$ cat config.mk
export PLATFORM = sky130hd
export DESIGN_NAME = sha256_msg_schedule
export DESIGN_NICKNAME = d
export VERILOG_FILES = /design/src/rtl/sha256_pkg.sv /design/src/rtl/sched_sigma.sv /design/src/rtl/sha256_msg_schedule.sv
export SDC_FILE = /design/constraint.sdc
export NUM_CORES = 2
export LEC_CHECK = 0
export BUFFER_PORTS_ARGS = -buffer_cell sky130_fd_sc_hd__buf_4
export CAP_MARGIN = 0
export CORE_ASPECT_RATIO = 0.9
export CORE_MARGIN = 5
export CORE_UTILIZATION = 40
export DETAILED_ROUTE_END_ITERATION = 8
export HOLD_SLACK_MARGIN = 0.12
export SKIP_CTS_REPAIR_TIMING = 1
export SLEW_MARGIN = 20
export SYNTH_ARGS = -nofsm -noshare
export SYNTH_HDL_FRONTEND = slang
export SYNTH_SLANG_ARGS = --single-unit
export TNS_END_PERCENT = 30
$ cat constraint.sdc
create_clock -name clk -period 39.5 [get_ports clk]
set_input_delay 3.95 -clock clk [delete_from_list [all_inputs] [get_ports clk]]
set_output_delay 3.95 -clock clk [all_outputs]
set_load 0.1 [all_outputs]
$ cat src/rtl/sha256_pkg.sv
// sha256_pkg: shared widths, schedule sizes, FSM states and small-sigma rotation constants.
package sha256_pkg;
  localparam int WORD_W      = 32;
  localparam int SCHED_WORDS = 64;
  localparam int BLK_WORDS   = 16;
  localparam int S0_R1 = 7;
  localparam int S0_R2 = 18;
  localparam int S0_SH = 3;
  localparam int S1_R1 = 17;
  localparam int S1_R2 = 19;
  localparam int S1_SH = 10;
  typedef enum logic [1:0] {S_IDLE, S_LOAD, S_EMIT} state_t;
endpackage

$ cat src/rtl/sched_sigma.sv
// sched_sigma: small sigma function, rotr R1 ^ rotr R2 ^ shr S on one schedule word.
module sched_sigma
  import sha256_pkg::*;
#(
  parameter int R1 = 7,
  parameter int R2 = 18,
  parameter int S  = 3
) (
  input  logic [WORD_W-1:0] x,
  output logic [WORD_W-1:0] y
);
  assign y = ((x >> R1) | (x << (WORD_W - R1))) ^ ((x >> R2) | (x << (WORD_W - R2))) ^ (x >> S);
endmodule

$ cat src/rtl/sha256_msg_schedule.sv
// sha256_msg_schedule: loads 16 message words and streams the 64 SHA-256 schedule words W[0..63].
// Optional SCHED_IDX_EN macro adds the w_idx port carrying the index of w_data.
module sha256_msg_schedule
  import sha256_pkg::*;
(
  input  logic              clk,
  input  logic              rst,
  input  logic              start,
  input  logic [WORD_W-1:0] blk_word,
  input  logic              blk_valid,
  output logic              blk_ready,
  output logic [WORD_W-1:0] w_data,
  output logic              w_valid,
  input  logic              w_ready,
`ifdef SCHED_IDX_EN
  output logic [5:0]        w_idx,
`endif
  output logic              busy,
  output logic              done
);
  localparam int WORDS_IN  = BLK_WORDS;
  localparam int WORDS_OUT = SCHED_WORDS;
  state_t state_q, state_d;
  logic [WORDS_IN-1:0][WORD_W-1:0] win_q, win_d;
  logic [5:0] t_q, t_d;
  logic [3:0] cnt_q, cnt_d;
  logic blk_ready_q, blk_ready_d, w_valid_q, w_valid_d, busy_q, busy_d, done_q, done_d;
  logic [WORD_W-1:0] s0, s1, next_w;
  logic acc_in, acc_out, last_in, last_out;
  sched_sigma #(.R1(S0_R1), .R2(S0_R2), .S(S0_SH)) u_s0 (.x(win_q[1]), .y(s0));
  sched_sigma #(.R1(S1_R1), .R2(S1_R2), .S(S1_SH)) u_s1 (.x(win_q[14]), .y(s1));
  always_comb begin
    acc_in   = state_q == S_LOAD && blk_valid;
    acc_out  = state_q == S_EMIT && w_ready;
    last_in  = acc_in && cnt_q == 4'(WORDS_IN - 1);
    last_out = acc_out && t_q == 6'(WORDS_OUT - 1);
    // the last 16 shifts feed zeros so the window is clean once the block ends
    next_w = t_q < 6'(WORDS_OUT - WORDS_IN) ? s1 + win_q[9] + s0 + win_q[0] : '0;
    state_d = (state_q == S_IDLE && start) ? S_LOAD :
              last_in ? S_EMIT : last_out ? S_IDLE : state_q;
    win_d = acc_in ? {blk_word, win_q[WORDS_IN-1:1]} :
            acc_out ? {next_w, win_q[WORDS_IN-1:1]} : win_q;
    cnt_d = acc_in ? cnt_q + 4'd1 : cnt_q;
    t_d = acc_out ? t_q + 6'd1 : t_q;
    blk_ready_d = state_d == S_LOAD;
    w_valid_d = state_d == S_EMIT;
    busy_d = state_d != S_IDLE;
    done_d = last_out;
  end
  always_ff @(posedge clk or posedge rst) begin
    if (rst) begin
      state_q     <= S_IDLE;
      win_q       <= '0;
      t_q         <= '0;
      cnt_q       <= '0;
      blk_ready_q <= 1'b0;
      w_valid_q   <= 1'b0;
      busy_q      <= 1'b0;
      done_q      <= 1'b0;
    end else begin
      state_q     <= state_d;
      win_q       <= win_d;
      t_q         <= t_d;
      cnt_q       <= cnt_d;
      blk_ready_q <= blk_ready_d;
      w_valid_q   <= w_valid_d;
      busy_q      <= busy_d;
      done_q      <= done_d;
    end
  end
  assign blk_ready = blk_ready_q;
  assign w_data    = win_q[0];
  assign w_valid   = w_valid_q;
  assign busy      = busy_q;
  assign done      = done_q;
`ifdef SCHED_IDX_EN
  assign w_idx = t_q;
`endif
endmodule
=== After elaboration in Yosys (flattened, before gate mapping) ===
Cells that the tools add are included.
W data, S select, Z words.

* Register bits: 528
* Bits of input ports: 37
* Output and inout port bits: 36
* Logic and storage cells: 57

* Add/sub/neg operators: 5
* Order comparisons: 1
* Eq/ne operators: 6
* Mux-type cells: 6
* Bitwise operators: 8
* Reduce and logical (&&, ||, !) cells: 8

{| class="wikitable"
|+ Operator list
! kind !! count
|-
| $mux W512 || 2
|-
| $add A32 B32 Y32 || 3
|-
| $xor A32 B32 Y32 || 2
|-
| $mux W32 || 1
|-
| $or A13 B32 Y32 || 1
|-
| $or A14 B32 Y32 || 1
|-
| $or A15 B32 Y32 || 1
|-
| $or A25 B32 Y32 || 1
|-
| $xor A32 B22 Y32 || 1
|-
| $xor A32 B29 Y32 || 1
|-
| $add A6 B1 Y6 const B || 1
|-
| $eq A6 B6 Y1 const B || 1
|-
| $lt A6 B6 Y1 const B || 1
|-
| $mux W2 || 3
|-
| $logic_and A1 B1 Y1 || 5
|-
| $add A4 B1 Y4 const B || 1
|-
| $eq A2 B1 Y1 const B || 2
|-
| $eq A2 B2 Y1 const B || 2
|-
| $eq A4 B4 Y1 const B || 1
|-
| $reduce_bool A2 Y1 || 2
|-
| $logic_not A2 Y1 || 1
|}

=== Logic depth before layout (Yosys ltp) ===
* Depth after elaboration: 9
* Depth in mapped cells: 16
* Mapped depth without buffers: 16

=== Hierarchy ===
From an unflattened synthesis, not the netlist that was laid out.

* Cell total of the unflattened synthesis: 1721
* Area total of the unflattened synthesis: 24372.1 um2

{| class="wikitable"
|+ By module, submodules not included
! module !! times used !! cells each !! area an instance (um2) !! seq. area each (um2)
|-
| sha256_msg_schedule || 1 || 1657 || 23042.1 || 13212.7
|-
| sched_sigma (u_s0) || 1 || 32 || 719.4 || 0.0
|-
| sched_sigma (u_s1) || 1 || 32 || 610.6 || 0.0
|}

=== Worst setup path before layout ===
No wires, ideal clock.

* Path type: input -> register
* From: input w_ready
* To: register win_q[480] (netlist name)
* Library setup time: 127 ps
* Arrival: 5215 ps
* Required time: 39373 ps
* Slack: 34158 ps
* Stages: 7
* Buffers on the path: 3
* Path through: nor3b_1 -> nor2_1 -> buf_2 -> clkbuf_1 -> clkbuf_1 -> a222oi_1 -> inv_1

* Longest elaborated chain between the ends: 2

{| class="wikitable"
|+ Ends and longest elaborated chain
! element !! RTL line !! source
|-
| start, declared || sha256_msg_schedule.sv:14 || <nowiki>input logic w_ready,</nowiki>
|-
| $logic_and A1 B1 Y1 || sha256_msg_schedule.sv:34 || <nowiki>acc_out = state_q == S_EMIT && w_ready;</nowiki>
|-
| $reduce_bool A2 Y1 (no source line) || -- ||
|-
| end signal, assigned || sha256_msg_schedule.sv:62 || <nowiki>win_q <= win_d;</nowiki>
|-
| end, declared || sha256_msg_schedule.sv:24 || <nowiki>logic [WORDS_IN-1:0][WORD_W-1:0] win_q, win_d;</nowiki>
|}

Every way passes these cells.
A chain may end at the register's enable or synchronous reset.

=== Final worst setup path ===
* From: input blk_valid
* To: register win_q[401] (netlist name)

* Longest elaborated chain between the ends: 2
* Elaborated cells on any way between the ends: 3
* Classes of those cells: 1 x mux; 2 x reduce/logical

{| class="wikitable"
|+ Ends and longest elaborated chain
! element !! RTL line !! source
|-
| start, declared || sha256_msg_schedule.sv:10 || <nowiki>input logic blk_valid,</nowiki>
|-
| $logic_and A1 B1 Y1 (*) || sha256_msg_schedule.sv:33 || <nowiki>acc_in = state_q == S_LOAD && blk_valid;</nowiki>
|-
| $mux W512 or $reduce_bool A2 Y1 (tied branches) || -- ||
|}

Mark *: on every way between the ends. The rest lies on a longest branch, timed or not.

==> qor.json <==
{
  "status": {"value": "completed"},
  "cts_tree": {"value": "built"},
  "clock_sinks": {"value": 528},
  "post-route-min-period": {"value": 6.84, "unit": "ns"},
  "critical_path.reg2reg.endpoint": {"value": "win_q[506]$_DFFE_PP0P_"},
  "setup-violations-final": {"value": 0},
  "post-dp-hpwl": {"value": 37.3, "unit": "mm"},
  "crit_fanout": {"value": 191},
  "drt.antenna.violating_nets": {"value": 0},
  "grt_use_total": {"value": 0.163},
  "clk_latency": {"value": 0.60, "unit": "ns"},
  "grt_pass1_vias": {"value": 13461},
  "post-route-util": {"value": 0.457},
  "hold_path_class": {"value": "flip-flop to flip-flop"},
  "setup_tns_final": {"value": 0, "unit": "ns"},
  "slew_headroom": {"value": 0.289},
  "number_of_enable_flip_flop_cells_after_synthesis": {"value": 0},
  "route.detailed.drc": {"value": 0},
  "worst_setup_path_startpoint": {"value": "blk_valid"},
  "detailroute.via_count": {"value": 13149},
  "place_ws": {"value": 32.05, "unit": "ns"},
  "count_of_antenna_diodes_in_the_layout": {"value": 0},
  "detail_route.vias_per_cell": {"value": 5.03},
  "tightestPinTransition": {"value": 1.07, "unit": "ns"},
  "post_synth_num_cell_types": {"value": 51},
  "cap_violations": {"value": 0},
  "yosysTopAreaCellShare": {"value": 0.554},
  "syn-num-nets": {"value": 1865},
  "async_reset_ff_frac": {"value": 1.00},
  "finalCritPeriodShare": {"value": 0.173},
  "yosys_warnings": {"value": 0},
  "final.setup.worst_slack": {"value": 32.66, "unit": "ns"},
  "cts_root_buffer": {"value": "sky130_fd_sc_hd__clkbuf_16"},
  "design.core.area": {"value": 58800, "unit": "um^2"},
  "final.fill_count": {"value": 5256},
  "combined_area_of_all_synthesized_cells": {"value": 23800, "unit": "um^2"},
  "cp_data_required_time": {"value": 39.98, "unit": "ns"},
  "layout-drive-gt1-share": {"value": 0.349},
  "rr_startpoint": {"value": "win_q[54]$_DFFE_PP0P_"},
  "num_rows": {"value": 84},
  "avgSynthCellArea": {"value": 13.8, "unit": "um^2"},
  "routedWlPerCell": {"value": 20.1, "unit": "um"},
  "finish.net_count": {"value": 1930},
  "synth.area.top_cells": {"value": "sky130_fd_sc_hd__dfrtp_1 55%, sky130_fd_sc_hd__mux2_2 21%, sky130_fd_sc_hd__fa_1 5.2%, sky130_fd_sc_hd__xnor2_1 3.3%, sky130_fd_sc_hd__xor2_1 2.4%"},
  "detailedRoute.firstPassIterationCount": {"value": 6},
  "grt.overflow.total": {"value": 0},
  "start_util": {"value": 0.406},
  "fmaxAchievable": {"value": 146, "unit": "MHz"},
  "place.gp.congestion": {"value": 0.925},
  "ys_seq_area_frac": {"value": 0.554},
  "synthCells": {"value": 1733},
  "grt_max_degree": {"value": 192},
  "number_of_antenna_violations_at_the_first_check_in_global_routing": {"value": 0},
  "synth.ff_latch_count": {"value": 528},
  "synth_area_leader_cell": {"value": "sky130_fd_sc_hd__dfrtp_1"},
  "worst-setup-path-type": {"value": "input port to flip-flop"},
  "critPathCaptureType": {"value": "flip-flop"},
  "timing.critical_path.to": {"value": "win_q[401]$_DFFE_PP0P_"},
  "ctsLongestPathBuffers": {"value": 3},
  "fin_worst_skew": {"value": 0.0171, "unit": "ns"},
  "cts_inserted_buffers": {"value": 53},
  "worst_ep_arrival_time": {"value": 7.32, "unit": "ns"},
  "io_pins": {"value": 73},
  "yosys_most_used_dff": {"value": "sky130_fd_sc_hd__dfrtp_1"},
  "final-hold-violation-count": {"value": 0},
  "die_h": {"value": 242, "unit": "um"},
  "totalWireLength": {"value": 52.4, "unit": "mm"},
  "grt_setup_unrepaired": {"value": "no"},
  "global_route_wire_length_before_repair": {"value": 82.4, "unit": "mm"},
  "ff2ff_setup_slack": {"value": 34.89, "unit": "ns"},
  "ctsHtreeMaxLevel": {"value": 2},
  "synthToLayoutAreaGrowth": {"value": 12.7, "unit": "%"},
  "die_width": {"value": 267, "unit": "um"},
  "port_buffers": {"value": 72},
  "reg2regPathDepth": {"value": 14},
  "startpoint_type": {"value": "input port"},
  "drt_iter0_markers": {"value": 940},
  "clk_pin_slew": {"value": 0.06, "unit": "ns"},
  "finalMaxSlewViolations": {"value": 0},
  "die_area": {"value": 64600, "unit": "um^2"}
}
[registers in the layout (all words and copies together), names as in the netlist]
signal,flops
state_q,2
t_q,6
cnt_q,4
w_valid,1
done,1
blk_ready,1
w_data,32
win_q,480
busy,1
[final cells by class]
cell class | instances | area, um^2 | share of cell area
Clock buffer | 71 | 1520 | 0.0567
Clock inverter | 25 | 199 | 0.00740
Inverter | 135 | 514 | 0.0191
Multi-Input combinational cell | 996 | 9810 | 0.365
Sequential cell | 528 | 13200 | 0.492
Tap cell | 774 | 968 | 0.0360
Timing Repair Buffer | 84 | 643 | 0.0239
[synth_stat cells, drive strengths merged (3+ instances only)]
cell	instances
clkbuf	36
xor2	65
nand2b	3
buf	38
a31oi	3
dfrtp	528
o21ai	75
o21bai	4
a222oi	3
inv	135
nand3	10
nor2	15
a21o	14
a22oi	29
mux2	451
a21oi	29
o31ai	6
xnor2	90
nor2b	3
fa	62
ha	33
nand2	57
and3	3
nand4	11
o211ai	5
[worst min-delay path by stage]
stage,end,slack (ns),start,cells after the start
finish,win_q[276]$_DFFE_PP0P_,0.47,win_q[276]$_DFFE_PP0P_,2
global route,win_q[273]$_DFFE_PP0P_,0.49,win_q[273]$_DFFE_PP0P_,2
CTS,win_q[273]$_DFFE_PP0P_,0.48,win_q[273]$_DFFE_PP0P_,2
detailed placement,win_q[273]$_DFFE_PP0P_,0.47,win_q[273]$_DFFE_PP0P_,2
global placement,win_q[279]$_DFFE_PP0P_,0.46,win_q[279]$_DFFE_PP0P_,2
floorplan,win_q[257]$_DFFE_PP0P_,0.45,win_q[257]$_DFFE_PP0P_,2
[critical path, cell delays in order]
cell and delay (ns):
sky130_fd_sc_hd__buf_4 0.11, sky130_fd_sc_hd__and3_1 0.15, sky130_fd_sc_hd__buf_4 0.28, sky130_fd_sc_hd__nor2_4 0.56, sky130_fd_sc_hd__buf_12 0.69, sky130_fd_sc_hd__buf_4 0.90, sky130_fd_sc_hd__mux2_2 0.42
[per-stage QoR]
stage          cells  hold WS, ns  cell area (um^2)
2_1_floorplan   1733        0.446             23800
3_3_place_gp    2517        0.461             25100
3_5_place_dp    2517        0.468             25100
4_1_cts         2613        0.482             26900
5_1_grt         2613        0.495             26900
6_report        2613        0.473             26900
[layout by cell type (no fill, tap or decap), types with 4 or more instances in the layout]
cell type                     n
sky130_fd_sc_hd__nand2_1     56
sky130_fd_sc_hd__o21bai_1     4
sky130_fd_sc_hd__o21ai_1      5
sky130_fd_sc_hd__clkbuf_8    13
sky130_fd_sc_hd__a22oi_1     29
sky130_fd_sc_hd__xnor2_1     90
sky130_fd_sc_hd__buf_4       83
sky130_fd_sc_hd__inv_1      134
sky130_fd_sc_hd__ha_1        33
sky130_fd_sc_hd__dfrtp_1    528
sky130_fd_sc_hd__a21oi_1     27
sky130_fd_sc_hd__nand3_1     10
sky130_fd_sc_hd__nand4_1     11
sky130_fd_sc_hd__clkinv_4     4
sky130_fd_sc_hd__o21ai_0     69
sky130_fd_sc_hd__nor2_1      14
sky130_fd_sc_hd__clkbuf_16   53
sky130_fd_sc_hd__clkbuf_1     5
sky130_fd_sc_hd__o31ai_1      6
sky130_fd_sc_hd__o211ai_1     4
sky130_fd_sc_hd__mux2_2     451
sky130_fd_sc_hd__clkinv_2    13
sky130_fd_sc_hd__fa_1        62
sky130_fd_sc_hd__a21o_1      14
sky130_fd_sc_hd__xor2_1      65
[cell families after synthesis]
logic type / after synthesis / share of synthesized area
DFF: 528 / 0.554
muxes: 451 / 0.213
buffers and inverters: 209 / 0.0345
AOI/OAI and AO/OA: 185 / 0.0510
xor gates and xnor gates: 155 / 0.0570
and+or+nand+nor: 110 / 0.0208
adders and majority gates: 95 / 0.0694
[metal layers]
metal	wire length (um)	vias up	part of all wire	track usage
li1	-	6071	-	-
met1	25600	6746	0.49	0.249
met2	22400	252	0.43	0.232
met3	3360	80	0.064	0.0455
met4	1050	0	0.020	0.0389
met5	0	-	0	0
Power is left out: the tool's default activity adds up to more than one toggle a clock period on the data nets, which glitch-free logic cannot reach.
